### config.mk
export PLATFORM = sky130hd
export DESIGN_NAME = fetch_unit
export DESIGN_NICKNAME = d
export VERILOG_FILES = /design/src/rtl/fetch_pkg.sv /design/src/rtl/fetch_fifo.sv /design/src/rtl/fetch_unit.sv
export SDC_FILE = /design/constraint.sdc
export NUM_CORES = 1
export LEC_CHECK = 0
export ABC_AREA = 1
export CAP_MARGIN = 20
export CORE_UTILIZATION = 45
export DETAILED_ROUTE_END_ITERATION = 12
export GPL_ROUTABILITY_DRIVEN = 1
export HOLD_SLACK_MARGIN = 0.12
export PLACE_DENSITY = 0.69
export SYNTH_ARGS = -nofsm -noshare
export SYNTH_HDL_FRONTEND = slang
export SYNTH_SLANG_ARGS = --single-unit
### constraint.sdc
create_clock -name clk -period 3.3 [get_ports clk]
set_input_delay 0.33 -clock clk [delete_from_list [all_inputs] [get_ports clk]]
set_output_delay 0.33 -clock clk [all_outputs]
set_load 0.1 [all_outputs]
### src/rtl/fetch_pkg.sv
// Shared types and constants for the instruction fetch stage.
package fetch_pkg;

  localparam int unsigned INSTR_BYTES = 4;
  localparam int unsigned INSTR_W     = 32;
  localparam int unsigned PC_W        = 32;

  typedef enum logic [1:0] {
    BOOT,
    RUN,
    HALT
  } fetch_state_e;

  typedef struct packed {
    logic [INSTR_W-1:0] instr;
    logic [PC_W-1:0]    pc;
  } fetch_entry_t;

endpackage

### src/rtl/fetch_fifo.sv
// Small circular FIFO holding fetched instructions tagged with their PC.
// Clear takes priority over push and pop; push on a full FIFO is legal only alongside a pop.
module fetch_fifo
  import fetch_pkg::*;
#(
  parameter int unsigned DEPTH = 2,
  parameter type entry_t = fetch_entry_t,
  localparam int unsigned CntW = $clog2(DEPTH + 1)
) (
  input  logic            clk,
  input  logic            rst,
  input  logic            push,
  input  entry_t          push_data,
  input  logic            pop,
  input  logic            clear,
  output entry_t          head,
  output logic [CntW-1:0] count
);

  localparam int unsigned PtrW = $clog2(DEPTH);
  localparam logic [CntW-1:0] Full = CntW'(DEPTH);

  entry_t          mem_q [DEPTH];
  logic [PtrW-1:0] wr_q, wr_d, rd_q, rd_d;
  logic [CntW-1:0] count_q, count_d;
  logic            do_pop;

  assign do_pop = pop && (count_q != '0);

  always_comb begin
    wr_d    = wr_q;
    rd_d    = rd_q;
    count_d = count_q;
    if (clear) begin
      wr_d    = '0;
      rd_d    = '0;
      count_d = '0;
    end else begin
      if (push)   wr_d = wr_q + 1'b1;
      if (do_pop) rd_d = rd_q + 1'b1;
      count_d = count_q + CntW'(push) - CntW'(do_pop);
    end
  end

  always_ff @(posedge clk or negedge rst) begin
    if (!rst) begin
      wr_q    <= '0;
      rd_q    <= '0;
      count_q <= '0;
      for (int unsigned i = 0; i < DEPTH; i++) mem_q[i] <= '0;
    end else begin
      wr_q    <= wr_d;
      rd_q    <= rd_d;
      count_q <= count_d;
      if (push && !clear) mem_q[wr_q] <= push_data;
    end
  end

  assign head  = mem_q[rd_q];
  assign count = count_q;

  no_overflow_a: assert property (@(posedge clk) disable iff (!rst)
    (push && !do_pop && !clear) |-> (count_q != Full));

endmodule

### src/rtl/fetch_unit.sv
// Instruction fetch stage: owns the PC, issues credit-limited word fetches and buffers responses.
// Optional FETCH_MISALIGN_EN halts on misaligned redirects and reports them.
module fetch_unit
  import fetch_pkg::*;
#(
  parameter int unsigned           DATA_WIDTH = 32,
  parameter int unsigned           ADDR_WIDTH = 32,
  parameter logic [ADDR_WIDTH-1:0] RESET_PC   = '0,
  parameter int unsigned           DEPTH      = 2
) (
  input  logic                  clk,
  input  logic                  rst,
  output logic                  imem_req_valid,
  output logic [ADDR_WIDTH-1:0] imem_req_addr,
  input  logic                  imem_req_ready,
  input  logic                  imem_rsp_valid,
  input  logic [DATA_WIDTH-1:0] imem_rsp_data,
  input  logic                  redirect_valid,
  input  logic [ADDR_WIDTH-1:0] redirect_pc,
  output logic                  instr_valid,
  output logic [DATA_WIDTH-1:0] instr,
  output logic [ADDR_WIDTH-1:0] instr_pc,
  input  logic                  instr_ready
`ifdef FETCH_MISALIGN_EN
  ,
  output logic                  fetch_misalign,
  output logic [ADDR_WIDTH-1:0] misalign_pc
`endif
);

  localparam int unsigned CntW = $clog2(DEPTH + 1);
  localparam logic [CntW:0] DepthCnt = (CntW + 1)'(DEPTH);
  localparam logic [ADDR_WIDTH-1:0] Step = ADDR_WIDTH'(INSTR_BYTES);

  typedef struct packed {
    logic [DATA_WIDTH-1:0] instr;
    logic [ADDR_WIDTH-1:0] pc;
  } entry_t;

  fetch_state_e          state_q, state_d;
  logic [ADDR_WIDTH-1:0] fetch_pc_q, fetch_pc_d, rsp_pc_q, rsp_pc_d, target_pc;
  logic [CntW-1:0]       outstanding_q, outstanding_d, drop_q, drop_d, count;
  logic [CntW:0]         credit_used;
  logic                  req_fire, push, pop, clear;
  entry_t                push_entry, head;

`ifdef FETCH_MISALIGN_EN
  logic                  misalign_q, misalign_d;
  logic [ADDR_WIDTH-1:0] misalign_pc_q, misalign_pc_d;

  assign fetch_misalign = misalign_q;
  assign misalign_pc    = misalign_pc_q;
`else
  logic unused_redirect_lsb;
  assign unused_redirect_lsb = ^redirect_pc[1:0];
`endif

  assign target_pc = {redirect_pc[ADDR_WIDTH-1:2], 2'b00};

  // Credits cover both buffered entries and fetches still in flight, so the FIFO cannot overflow.
  assign credit_used    = {1'b0, count} + {1'b0, outstanding_q};
  assign imem_req_valid = (state_q == RUN) && !redirect_valid && (credit_used < DepthCnt);
  assign imem_req_addr  = fetch_pc_q;
  assign req_fire       = imem_req_valid && imem_req_ready;

  assign instr_valid = count != '0;
  assign pop         = instr_valid && instr_ready;
  assign instr       = head.instr;
  assign instr_pc    = head.pc;
  assign push_entry  = '{instr: imem_rsp_data, pc: rsp_pc_q};

  always_comb begin
    state_d       = state_q;
    fetch_pc_d    = fetch_pc_q;
    rsp_pc_d      = rsp_pc_q;
    outstanding_d = outstanding_q;
    drop_d        = drop_q;
    push          = 1'b0;
    clear         = 1'b0;
`ifdef FETCH_MISALIGN_EN
    misalign_d    = misalign_q;
    misalign_pc_d = misalign_pc_q;
`endif

    case (state_q)
      BOOT:    state_d = RUN;
      default: state_d = state_q;
    endcase

    if (req_fire) begin
      fetch_pc_d    = fetch_pc_q + Step;
      outstanding_d = outstanding_q + 1'b1;
    end
    if (imem_rsp_valid) outstanding_d = outstanding_d - 1'b1;

    if (redirect_valid) begin
      // Every fetch still in flight belongs to the old path; a response landing now is one of them.
      clear      = 1'b1;
      fetch_pc_d = target_pc;
      rsp_pc_d   = target_pc;
      drop_d     = outstanding_q - CntW'(imem_rsp_valid);
`ifdef FETCH_MISALIGN_EN
      if (redirect_pc[1:0] != 2'b00) begin
        state_d       = HALT;
        misalign_d    = 1'b1;
        misalign_pc_d = redirect_pc;
      end else begin
        state_d    = RUN;
        misalign_d = 1'b0;
      end
`endif
    end else if (imem_rsp_valid) begin
      if (drop_q != '0) begin
        drop_d = drop_q - 1'b1;
      end else begin
        push     = 1'b1;
        rsp_pc_d = rsp_pc_q + Step;
      end
    end
  end

  always_ff @(posedge clk or negedge rst) begin
    if (!rst) begin
      state_q       <= BOOT;
      fetch_pc_q    <= RESET_PC;
      rsp_pc_q      <= RESET_PC;
      outstanding_q <= '0;
      drop_q        <= '0;
`ifdef FETCH_MISALIGN_EN
      misalign_q    <= 1'b0;
      misalign_pc_q <= '0;
`endif
    end else begin
      state_q       <= state_d;
      fetch_pc_q    <= fetch_pc_d;
      rsp_pc_q      <= rsp_pc_d;
      outstanding_q <= outstanding_d;
      drop_q        <= drop_d;
`ifdef FETCH_MISALIGN_EN
      misalign_q    <= misalign_d;
      misalign_pc_q <= misalign_pc_d;
`endif
    end
  end

  fetch_fifo #(
    .DEPTH  (DEPTH),
    .entry_t(entry_t)
  ) u_fifo (
    .clk      (clk),
    .rst      (rst),
    .push     (push),
    .push_data(push_entry),
    .pop      (pop),
    .clear    (clear),
    .head     (head),
    .count    (count)
  );

endmodule

==> run summary, run 1 <==
Total power divided by cell area: 1110 nW/um^2. Commonest non-fill, non-tap cell in the layout: nand2_1. The flow ran to the end, and the final reports show no timing, DRC or antenna violations. The floorplan step defined a die boundary enclosing 23,000 sq um. The detailed router placed 9,205 vias in this run. For the setup TNS after final layout, the log shows 0 ns. In the synthesized netlist the dominant register cell turns out to be dfrtp_1. Number of DRC markers in iteration 0: 601. The number of synthesized flops with an enable pin works out to 0.

Row generation in the floorplan step produced 54 rows. The class of the most critical hold timing path is input port to flip-flop. Routability-driven placement finished with a final weighted congestion of 0.927. Number of instances in the placed design: 1,755. CTS placed an instance of clkbuf_16 at the clock tree root. The leakage power of the design is 6.51 nW, and the mapped cell area is 10,100 sq um. After clock tree synthesis, the clock-pin slew on the worst setup and hold paths is 0.07 ns. The tool flagged a number of max-cap violations equal to 0. After synthesis, flip-flops and latches occupy 47.9% of the total area. The number of nets in the finished design came out at 1,573. The first global-routing pass estimated 42.8 mm of wire.

The tools report the final hold violation count as 0. The number of gates resized after CTS was 0. Setup violations remaining at the end of the flow were counted as 0. The wire length after detailed routing is 26.1 mm, and the maximum clock path buffer count is 2. Measured against its own limit, the worst slew margin works out to 33.8%. Together, buffers and inverters on the worst path number 3. Relative to the synthesized area, the layout overhead comes to 31.1%.

The worst setup path is launched from a flip-flop. CTS built an H-tree with a depth of 4. Of the cells placed in the final design, the portion with a size suffix greater than 1 is 9.68%. Overall routing resource usage: 23.7%. The number of input and output port buffers inserted was 161; the average footprint of a synthesized cell was 7.41 sq um. The clock reaches the later pin of the worst-skew pair after 0.43 ns. The I/O pin count is 168, and the share of flip-flops with an asynchronous set or reset is 100%. The design draws 14.7 mW. The clock arrives with 0.00889 ns of skew.

Data on the critical path is required at its endpoint by 2.97 ns. Once detailed placement completed, the half-perimeter wirelength came to 18.0 mm. The die is 152 um tall.

The post-layout minimum cycle time works out to 2.64 ns. The category of cells accounting for the largest share of critical-path delay was buffers and inverters. The largest voltage drop on the vdd net is 523 uV.

During synthesis, Yosys emitted a total of 0 warnings. In the routed layout, each cell is associated on average with a via count of 5.15. The average detailed-routed wire length per instance was 14.6 um; the CTS buffer count was 17. The tools report the gate count of the mapped netlist as 1,362.

The slowest stage of the critical path belongs to the cell dfrtp_2. The highest net fanout along the worst path was 33. Once the floorplan was initialized, standard cells occupied 46.1% of the core. At the pin with the least slew margin, the transition time is 0.990 ns. The via count of the first global-routing pass is 8,753, and the number of synthesized register bits is 193. The run gives 0 as the max-slew violation count.

In the layout the commonest cells are nand2_1, dfrtp_1, o21ai_0, inv_1, clkdlybuf4s50_1. The critical path is of the flip-flop to output port type. Counting the fill cells in the layout gives 1,967. The repair_antennas step left the layout with diodes totalling 0. In the finished design, the share of the clock period the worst path needs comes to 80.1%. Entering global routing, the biggest net connects 125 pins. For the number of standard cells in the final layout excluding fillers, the log shows 1,789.

Walking the worst path, the cells encountered are inv_2 -> buf_12 -> nand2_1 -> nand2_1 -> buf_12. Setup repair after global routing left no endpoint under its margin. The logs give 0 for the initial antenna violation count and 0 for the post-route antenna net violation count.

The total number of clock tree sinks was 193; the maximum cell stage delay along the critical path was 0.60 ns. The maximum operating frequency was 0.378 GHz; the detailed-route DRC error count was 0. The width of the die is 152 um. TritonCTS built the clock tree. The core region is 21,900 sq um. Data on the critical path arrives at its endpoint at 2.31 ns. The kind of end point of the critical path was an output port. Global routing finished with a remaining overflow of 0. Counting distinct cell types in the post-synthesis netlist gives 37. For the detailed-router iteration count before antenna repair, the log shows 5.
==> synthesized netlist by cell type (all sizes together), types with 3 or more instances <==
| cell type | count | area share (%) |
|---|---|---|
| a21oi | 23 | 1.3 |
| ha | 6 | 0.74 |
| o21bai | 4 | 0.30 |
| buf | 31 | 1.9 |
| a22oi | 4 | 0.30 |
| clkbuf | 29 | 1.1 |
| nand4 | 15 | 0.93 |
| o211ai | 14 | 1.0 |
| nor2 | 100 | 4.8 |
| a31oi | 3 | 0.19 |
| xnor2 | 7 | 0.61 |
| nand3 | 74 | 3.8 |
| xor2 | 11 | 0.95 |
| o21ai | 148 | 7.3 |
| nand2 | 543 | 21 |
| nor3 | 11 | 0.55 |
| dfrtp | 193 | 48 |
| inv | 137 | 5.1 |
==> sequential cells by signal, summed over array words and instances, names as in the netlist <==
signal / cells
u_fifo.mem_q: 124
drop_q: 2
outstanding_q: 2
u_fifo.count: 2
imem_req_addr: 30
rsp_pc_q: 30
state_q: 1
u_fifo.wr_q: 1
u_fifo.rd_q: 1
==> path summary, 6_finish.rpt <==
path | from | to | slack, ns | cells after the start
worst min-delay path | redirect_valid | rsp_pc_q[2]$_DFFE_PN0P_ | 0.37 | 4
min in group asynchronous | rst | u_fifo.mem_q[119]$_DFFE_PN0P_ | 0.52 | 2
max in group asynchronous | rst | rsp_pc_q[26]$_DFFE_PN0P_ | 1.99 | 3
worst max-delay path | u_fifo.rd_q$_DFFE_PN0P_ | instr[17] | 0.66 | 5
worst max register to register | outstanding_q[0]$_DFF_PN0_ | imem_req_addr[27]$_DFFE_PN0P_ | 0.66 | 11
worst min register to register | u_fifo.mem_q[93]$_DFFE_PN0P_ | u_fifo.mem_q[93]$_DFFE_PN0P_ | 0.48 | 2
==> per-stage QoR <==
step,hold slack [ns],setup slack [ns],util [%],area (sq um)
floorplan,0.0344,1.08,-,10100
global placement,0.427,0.717,57.0,12500
detailed placement,0.434,0.641,57.0,12500
CTS,0.349,0.594,60.3,13200
global route,0.378,0.420,60.4,13200
finish,0.365,0.658,60.4,13200
==> layer usage <==
layer	global-route usage, %	vias to the layer above	share of wire [%]
met2	37.7	325	45
li1	-	4551	-
met1	32.9	4283	46
met3	3.65	46	6.4
met5	0	-	0
met4	8.47	0	2.4
==> kinds of logic after synthesis <==
| family | after synthesis | share of synthesized area [%] |
|---|---|---|
| buffers and inverters | 197 | 8.09 |
| adder cells (fa/ha/maj) | 7 | 0.942 |
| flip-flops | 193 | 47.9 |
| XOR/XNOR | 18 | 1.56 |
| AND/OR/NAND/NOR | 746 | 30.7 |
| other | 2 | 0.0744 |
| AO/OA/AOI/OAI | 199 | 10.7 |
==> area by class of cell <==
type,instances,area [sq um],area share (%)
well taps,280,350,2.65
clock buffers,20,457,3.45
flip-flops and latches,193,4830,36.5
clock inverters,12,251,1.90
inverters,137,517,3.91
multi-input cells,975,4470,33.8
repair buffers,172,2360,17.8
==> power by group <==
group          internal (mW)  leakage, nW  switching [mW]  total [mW]
Combinational           2.61         3.73            5.83        8.44
Clock                   1.55        0.343           0.922        2.47
Sequential              3.18         2.43           0.592        3.77
==> worst min-delay path: stages <==
cell and delay, ns:
buf_2 0.19, nor2_8 0.08, nand2_1 0.07, o211ai_1 0.07
==> repair_timing <==
| item | in CTS | in global routing |
|---|---|---|
| hold buffers | 1 | 0 |
| endpoints found under the hold margin | 81 | 0 |
| buffers inserted | 0 | 0 |
No activity file was read; power rests on OpenSTA's default activity.
==> run 2: changes to the inputs <==
clock period = 2.5 ns   (was 3.3 ns; I/O delays follow)
==> run 2 against run 1 <==
Utilization down 0.22 points. Routed wire length is 0.11% higher. Worst setup slack lost 0.40 ns. First-iteration DRC count shrank 10%. Largest cell class unchanged. Highest routed layer unchanged. Clock power up 14%. Final cell count rose by 0.45%. Sequential share of layout area rose by 0.13 points. Critical path type unchanged. Largest power group unchanged. Critical path depth rose by 2. Combinational power is 34% higher.
==> run summary, run 2 (synthesized netlist as in run 1, its figures left out) <==
TritonCTS built the clock tree. The total power divided by cell area was 1440 nW/um^2 (+30%); the average detailed-routed wire length per instance was 14.6 um (-0.33%). For the wire length after detailed routing, the log shows 26.2 mm (+0.11%).

The register with the most flip-flops in the final layout is u_fifo.mem_q. The kind of end point of the critical path is an output port. The run gives 0 (unchanged) as the total inserted antenna cells. The run gives 46.1% (unchanged) as the initial core utilization.

The critical path data arrival time is 1.99 ns (-0.32 ns), and the maximum cell stage delay along the critical path is 0.43 ns (-0.17 ns). The critical path is of the flip-flop to output port type. The detailed-route DRC error count was 0 (unchanged).

The logs give 538 (-10%) for the number of DRC markers in iteration 0 and 63 (-50%) for the largest net degree at the start of global routing. The count of cells along the worst hold path was 4 (unchanged); the maximum operating frequency was 0.446 GHz. The number of flip-flops in the largest register was 124 (unchanged). Category of cells accounting for the largest share of critical-path delay: adder cells.

The logs give 0 ns (unchanged) for the setup TNS after final layout and 0 (unchanged) for the max-slew violation count. The worst register-to-register path begins at outstanding_q[1]$_DFF_PN0_. The CTS buffer count came out at 17 (unchanged). The maximum level of the CTS H-tree was 4 (unchanged).

The number of standard cells in the final layout excluding fillers came out at 1,797 (+0.45%). The count of cells along the worst register-to-register path came out at 9 (-2). The tools report the hold path endpoint as rsp_pc_q[17]$_DFFE_PN0P_.

The logs give 4830 sq um (unchanged) for the sequential standard cell area and 0 (unchanged) for the setup violation total in the final timing report. The total number of placement rows was 54 (unchanged). The critical path starts at u_fifo.count[0]$_DFF_PN0_.

The clock transition at the registers of the reported paths is 0.08 ns (about the same), and the standard cell core area is 21,900 sq um (unchanged). The post-route antenna net violation count came out at 0 (unchanged). The commonest non-fill, non-tap cell in the layout is nand2_1.

The width of the die came out at 152 um (unchanged). The run gives 0 (unchanged) as the overall overflow remaining after global route. The number of buffers inserted by post-CTS setup repair is 0 (unchanged), and the layout filler cell count is 1,970 (+0.15%). The tools report the number of violations of the max-capacitance limit as 0 (unchanged). The run finished with clean final reports. Overall via count from detail_route: 9,160 (-0.49%). Share of the clock period used by the worst path after layout: 89.6%. The logs give 5 (unchanged) for the detailed-router iteration count before antenna repair and 4470 sq um (unchanged) for the area taken by multi-input logic gates.

Traced cell by cell, the critical path runs through nand2_1 -> inv_1 -> fa_1 -> nor2_1 -> nand3_4 -> inv_1 -> buf_12. The maximum clock path buffer count is 2 (unchanged). The mean number of vias per cell was 5.10 (-0.93%). The worst path buffer plus inverter count was 3 (unchanged); the final hold violation count was 0 (unchanged). From synthesis to final layout, the design area changed by 30.6%.

Setup repair after global routing left no endpoint under its margin. The critical path required time is 2.25 ns (-0.72 ns), and the number of nets in the finished design is 1,581 (+0.51%). The relative slew slack came out at 60.0% (+26 points).

The minimum setup slack among reg-to-reg paths came out at 0.32 ns (-0.34 ns). The ratio of cells with drive above 1 in the final layout works out to 12.3% (+2.6 points). The highest net fanout along the worst path was 3 (-91%); the overall routing resource usage was 23.7% (about the same). The routability congestion estimate was 0.974 (+5.1%). The tools report the clock insertion delay at the later pin of the skew report as 0.44 ns (about the same). The number of instances resized during post-cts repair was 0 (unchanged); the leakage power of the design was 6.55 nW (+0.72%). The logs give 18.7 mm (+3.9%) for the half-perimeter wire length after placement and 791 uV (+51%) for the largest voltage drop on the vdd net.

The cell sitting at the root of the clock tree is a clkbuf_16. The run gives 1 (unchanged) as the cts-stage hold buffer count. The startpoint of the lowest-slack hold path is redirect_valid. For the via count of the first global-routing pass, the log shows 8,557 (-2.2%).

The min-delay analysis places its worst path in the category input port to flip-flop. The library cells used most frequently in the layout, excluding fill and tap cells, are nand2_1, dfrtp_1, o21ai_0, inv_1, nor2_1. Total die area: 23,000 sq um (unchanged). Final design utilization: 60.2% (-0.22 points). In this design, the critical path's most frequently occurring cell is inv_1.

The tools report the number of instances in the placed design as 1,764 (+0.51%). First-pass GRT wire length: 42.4 mm (-1.0%). The I/O pin count was 168 (unchanged). The tools report the final setup skew as 0.0122 ns (+0.00329 ns). The overall die height works out to 152 um (unchanged). The run gives 0 (unchanged) as the initial antenna violation count. The total number of clock tree sinks is 193 (unchanged), and the number of input and output port buffers inserted is 161 (unchanged). The cell with the biggest individual delay on the critical path was fa_1.

The slew at the pin closest to its max-slew limit is 0.599 ns (-0.391 ns). The capture point of the worst reg-to-reg path is imem_req_addr[21]$_DFFE_PN0P_. The post-layout minimum cycle time came out at 2.24 ns.

STA classifies the critical path startpoint as a flip-flop.
==> run 2: cell count changes in the layout (fill, tap and decap cells not counted), sizes merged <==
| cell | before | now |
|---|---|---|
| clkinv | 2 | 5 |
| bufinv | 7 | 2 |
| clkbuf | 20 | 18 |
| inv | 139 | 142 |
| buf | 75 | 114 |
| clkdlybuf4s50 | 96 | 65 |
| clkinvlp | 1 | 2 |
==> run 2: area by class of cell <==
type | instances | share of cell area, %
Sequential cell | 193 | 36.7
Tap cell | 280 | 2.66
Timing Repair Buffer | 180 | 18.3
Clock buffer | 18 | 3.33
Multi-Input combinational cell | 975 | 33.9
Clock inverter | 14 | 1.30
Inverter | 137 | 3.92
==> run 2: how the worst max path moves through the flow <==
stage	end	slack (ns)	cells after the start
final	imem_req_valid	0.26	7
after detailed placement	imem_req_addr[14]$_DFFE_PN0P_	0.36	10
after floorplan	imem_req_addr[14]$_DFFE_PN0P_	0.28	8
after CTS	imem_req_valid	0.24	7
after global placement	imem_req_addr[14]$_DFFE_PN0P_	0.38	10
after global routing	imem_req_addr[24]$_DFFE_PN0P_	0.15	8
==> run 2: routing by layer <==
layer  GRT usage, %  part of all wire [%]
met1           33.4                    46
met5              0                     0
met4           8.47                   2.0
met3           3.65                   5.8
met2           37.1                    46
==> run 2: tightest hold or removal path, stage by stage <==
cell,delay (ns)
buf_2,0.20
nor2_1,0.14
o21ai_0,0.09
nand3_1,0.06
==> run 2: through the flow <==
step                      hold WS [ns]  power, mW  instance area [sq um]  setup WS [ns]
final                            0.346       19.0                  13200          0.259
after global routing             0.366       20.0                  13200          0.151
after CTS                        0.325       19.2                  13200          0.235
after detailed placement         0.269       16.3                  12600          0.358
after global placement           0.271       16.2                  12600          0.381
after floorplan                -0.0456       12.3                  10100          0.279
==> run 2: power breakdown <==
group	switching, mW	total [mW]	internal (mW)	leakage [nW]
Clock	1.29	2.82	1.54	0.294
Sequential	0.750	4.95	4.20	2.43
Combinational	7.74	11.3	3.52	3.83
==> run 3: changes to the inputs <==
clock period = 2.1 ns   (was 2.5 ns; I/O delays follow)
==> run 3 against run 2 <==
The flow now finishes with violations (setup timing). Clock-buffer cell count is 3 higher. Total power is 19% higher. Via count is 0.40% higher. Combinational power is 19% higher. Worst setup slack worse by 0.30 ns. Clock power is 15% higher. Global-route usage is 0.67 points higher. Cell area is 0.62% higher. First-iteration DRC count is 27% higher. Register-to-register slack worse by 0.28 ns. Worst hold slack worse by 0.12 ns. Critical endpoint unchanged. Highest routed layer unchanged.
==> run summary, run 3 (synthesized netlist as in run 1, its figures left out) <==
The ratio of cells with drive above 1 in the final layout came out at 12.9% (+0.67 points). In the layout the commonest cells are nand2_1, dfrtp_1, o21ai_0, inv_1, nor2_1. The tools report the clock insertion delay at the later pin of the skew report as 0.43 ns (about the same).

The total number of clock tree sinks was 193 (unchanged). The mean number of vias per cell was 5.10 (about the same). The number of input and output port buffers inserted was 161 (unchanged).

TritonCTS built the clock tree. The worst setup path is captured at an output port. Relative to the synthesized area, the layout overhead comes to 31.4%. For the number of standard cells in the final layout excluding fillers, the log shows 1,803 (+0.33%). The share of the clock period used by the worst path after layout came out at 102%. In this run the critical register-to-register path is launched from u_fifo.count[0]$_DFF_PN0_.

The initial antenna violation count is 0 (unchanged). The critical path required time came out at 1.89 ns (-0.36 ns). The critical path in this run is classified as flip-flop to output port. For the finished layout, the period the worst path requires is 2.14 ns. The tools report the worst-case hold slack as 0.221 ns (-0.125 ns). The overall via count from detail_route is 9,197 (+0.40%), and the CTS buffer count is 17 (unchanged). The leakage power of the design is 6.58 nW (+0.37%), and the standard cell core area is 21,900 sq um (unchanged). The run gives 0 (unchanged) as the overall overflow remaining after global route.

The post-route antenna net violation count is 0 (unchanged), and the total die area is 23,000 sq um (unchanged). The net switching power came out at 11.6 mW (+19%). The relative slew slack was 57.5% (-2.5 points).

The via count of the first global-routing pass was 8,701 (+1.7%). The number of DRC markers in iteration 0 came out at 684 (+27%). The half-perimeter wire length after placement came out at 18.8 mm (+0.23%). The internal power consumption is 11.1 mW (+20%).

The first-pass GRT wire length is 43.7 mm (+3.2%). The logs give 46.1% (unchanged) for the initial core utilization and 59.8% (+0.6 points) for the relative contribution of combinational cells to total power. The total number of placement rows was 54 (unchanged); the count of cells along the worst register-to-register path was 11 (+2).

Register name with the most flops: u_fifo.mem_q. The tightest min-delay check is of the input port to flip-flop type. The flow ran to the end, but the final reports show violations. The critical path data arrival time is 1.93 ns (-0.06 ns), and the detailed-router iteration count before antenna repair is 5 (unchanged). The total power divided by cell area is 1710 nW/um^2 (+18%). The number of flip-flops in the largest register is 124 (unchanged). The tools report the part of the total power dissipated in the clock network as 14.3% (-0.5 points). The checks that failed: setup timing. The count of cells along the worst hold path was 2 (-2); the slew at the pin closest to its max-slew limit was 0.636 ns (+0.0366 ns). The max-slew violation count is 0 (unchanged), and the final design utilization is 60.6% (+0.37 points). The logs give 0 (unchanged) for the detailed-route DRC error count and 1,767 (+0.17%) for the number of instances in the placed design. The worst setup path is launched from a flip-flop. The logs give 898 uV (+14%) for the largest voltage drop on the vdd net and 4830 sq um (about the same) for the sequential standard cell area.

For the slack of the critical path, the log shows -0.0369 ns (-0.296 ns). Largest net degree at the start of global routing: 93 (+48%). The tools report the final setup skew as 0.0108 ns (-0.00135 ns).

The overall routing resource usage was 24.4% (+0.67 points). The maximum operating frequency was 0.468 GHz; the setup violation total in the final timing report was 1 (+1). The layout filler cell count was 1,951 (-0.96%); the clock transition at the registers of the reported paths was 0.07 ns (about the same). The routability congestion estimate is 0.964 (-1.1%), and the average detailed-routed wire length per instance is 14.9 um (+2.0%).

Setup repair after global routing could not meet its margin everywhere. The number of nets in the finished design was 1,587 (+0.38%). For the part of the total power dissipated in sequential elements, the log shows 26.0% (about the same). Maximum level of the CTS H-tree: 4 (unchanged). The maximum clock path buffer count is 2 (unchanged), and the I/O pin count is 168 (unchanged). The source of the critical timing path is u_fifo.count[0]$_DFF_PN0_. The buffer cell driving the clock tree root was clkbuf_16.

For the total inserted antenna cells, the log shows 0 (unchanged). The area taken by multi-input logic gates came out at 4480 sq um (+0.36%). The run gives 0 (unchanged) as the final hold violation count.

The tools report the wire length after detailed routing as 26.8 mm (+2.3%). The overall die height is 152 um (unchanged). The startpoint of the lowest-slack hold path is redirect_valid. The width of the die works out to 152 um (unchanged).

The net switching fraction of the power works out to 51.2% (-0.23 points). The highest net fanout along the worst path is 3 (unchanged), and the setup TNS after final layout is -0.0369 ns (-0.0369 ns). The logs give 0 (unchanged) for the number of violations of the max-capacitance limit and 0.0101 ns (-0.348 ns) for the post-place setup slack.

Leaving out fill and tap cells, the most frequent cell in the layout is nand2_1.
## run 3: cell count changes in the layout (fill, tap and decap cells not counted), sizes merged
cell    change
clkbuf      +4
inv         -3
clkinv      +1
buf         +4
## run 3: power groups by stage
| stage | Combinational, mW | Sequential, mW | Clock, mW |
|---|---|---|---|
| floorplan | 8.12 | 6.54 | 0 |
| global route | 14.3 | 6.06 | 3.45 |
| global placement | 13.4 | 5.88 | 0 |
| CTS | 13.6 | 5.87 | 3.30 |
| finish | 13.5 | 5.89 | 3.23 |
| detailed placement | 13.6 | 5.92 | 0 |
## run 3: stage by stage
| stage | power [mW] | instance area [sq um] |
|---|---|---|
| global route | 23.8 | 13300 |
| floorplan | 14.7 | 10100 |
| global placement | 19.3 | 12600 |
| CTS | 22.8 | 13200 |
| detailed placement | 19.5 | 12600 |
| finish | 22.7 | 13300 |
## run 3: path summary, 6_finish.rpt
check | to | slack [ns]
worst min-delay path | u_fifo.count[1]$_DFF_PN0_ | 0.22
worst min register to register | u_fifo.mem_q[69]$_DFFE_PN0P_ | 0.49
min in group asynchronous | u_fifo.mem_q[54]$_DFFE_PN0P_ | 0.26
worst max register to register | imem_req_addr[28]$_DFFE_PN0P_ | 0.04
max in group asynchronous | u_fifo.mem_q[34]$_DFFE_PN0P_ | 1.10
worst max-delay path | imem_req_valid | -0.04
## run 3: what timing repair did
action,in CTS,in global routing
setup endpoints to repair,1,14
hold endpoints to repair,163,0
resized for setup,3,9
buffers inserted,0,1
hold buffers,1,0
pin swaps,1,4
gates cloned,0,2
## run 3: layout make-up
type	instances	share of cell area, %
timing repair inverter	1	0.0566
inverter	137	3.94
clock inverter	11	0.972
multi-input combinational	975	33.8
tap	280	2.64
sequential	193	36.4
timing repair buffer	185	18.7
clock buffer	21	3.40
## run 3: worst max-delay path: stages (launching register included)
cell and delay (ns):
dfrtp_1 0.40, nand2_1 0.09, inv_2 0.04, fa_1 0.46, nor2_2 0.14, nand3_4 0.13
inv_4 0.08, buf_12 0.16
## run 3: per-layer routing
metal  global-route usage (%)  vias up  wire length [um]
li1                         -     4580                 -
met2                     38.8      300             12400
met5                        0        -                 0
met3                     3.71       34              1590
met4                     6.73        0               438
met1                     34.5     4283             12300
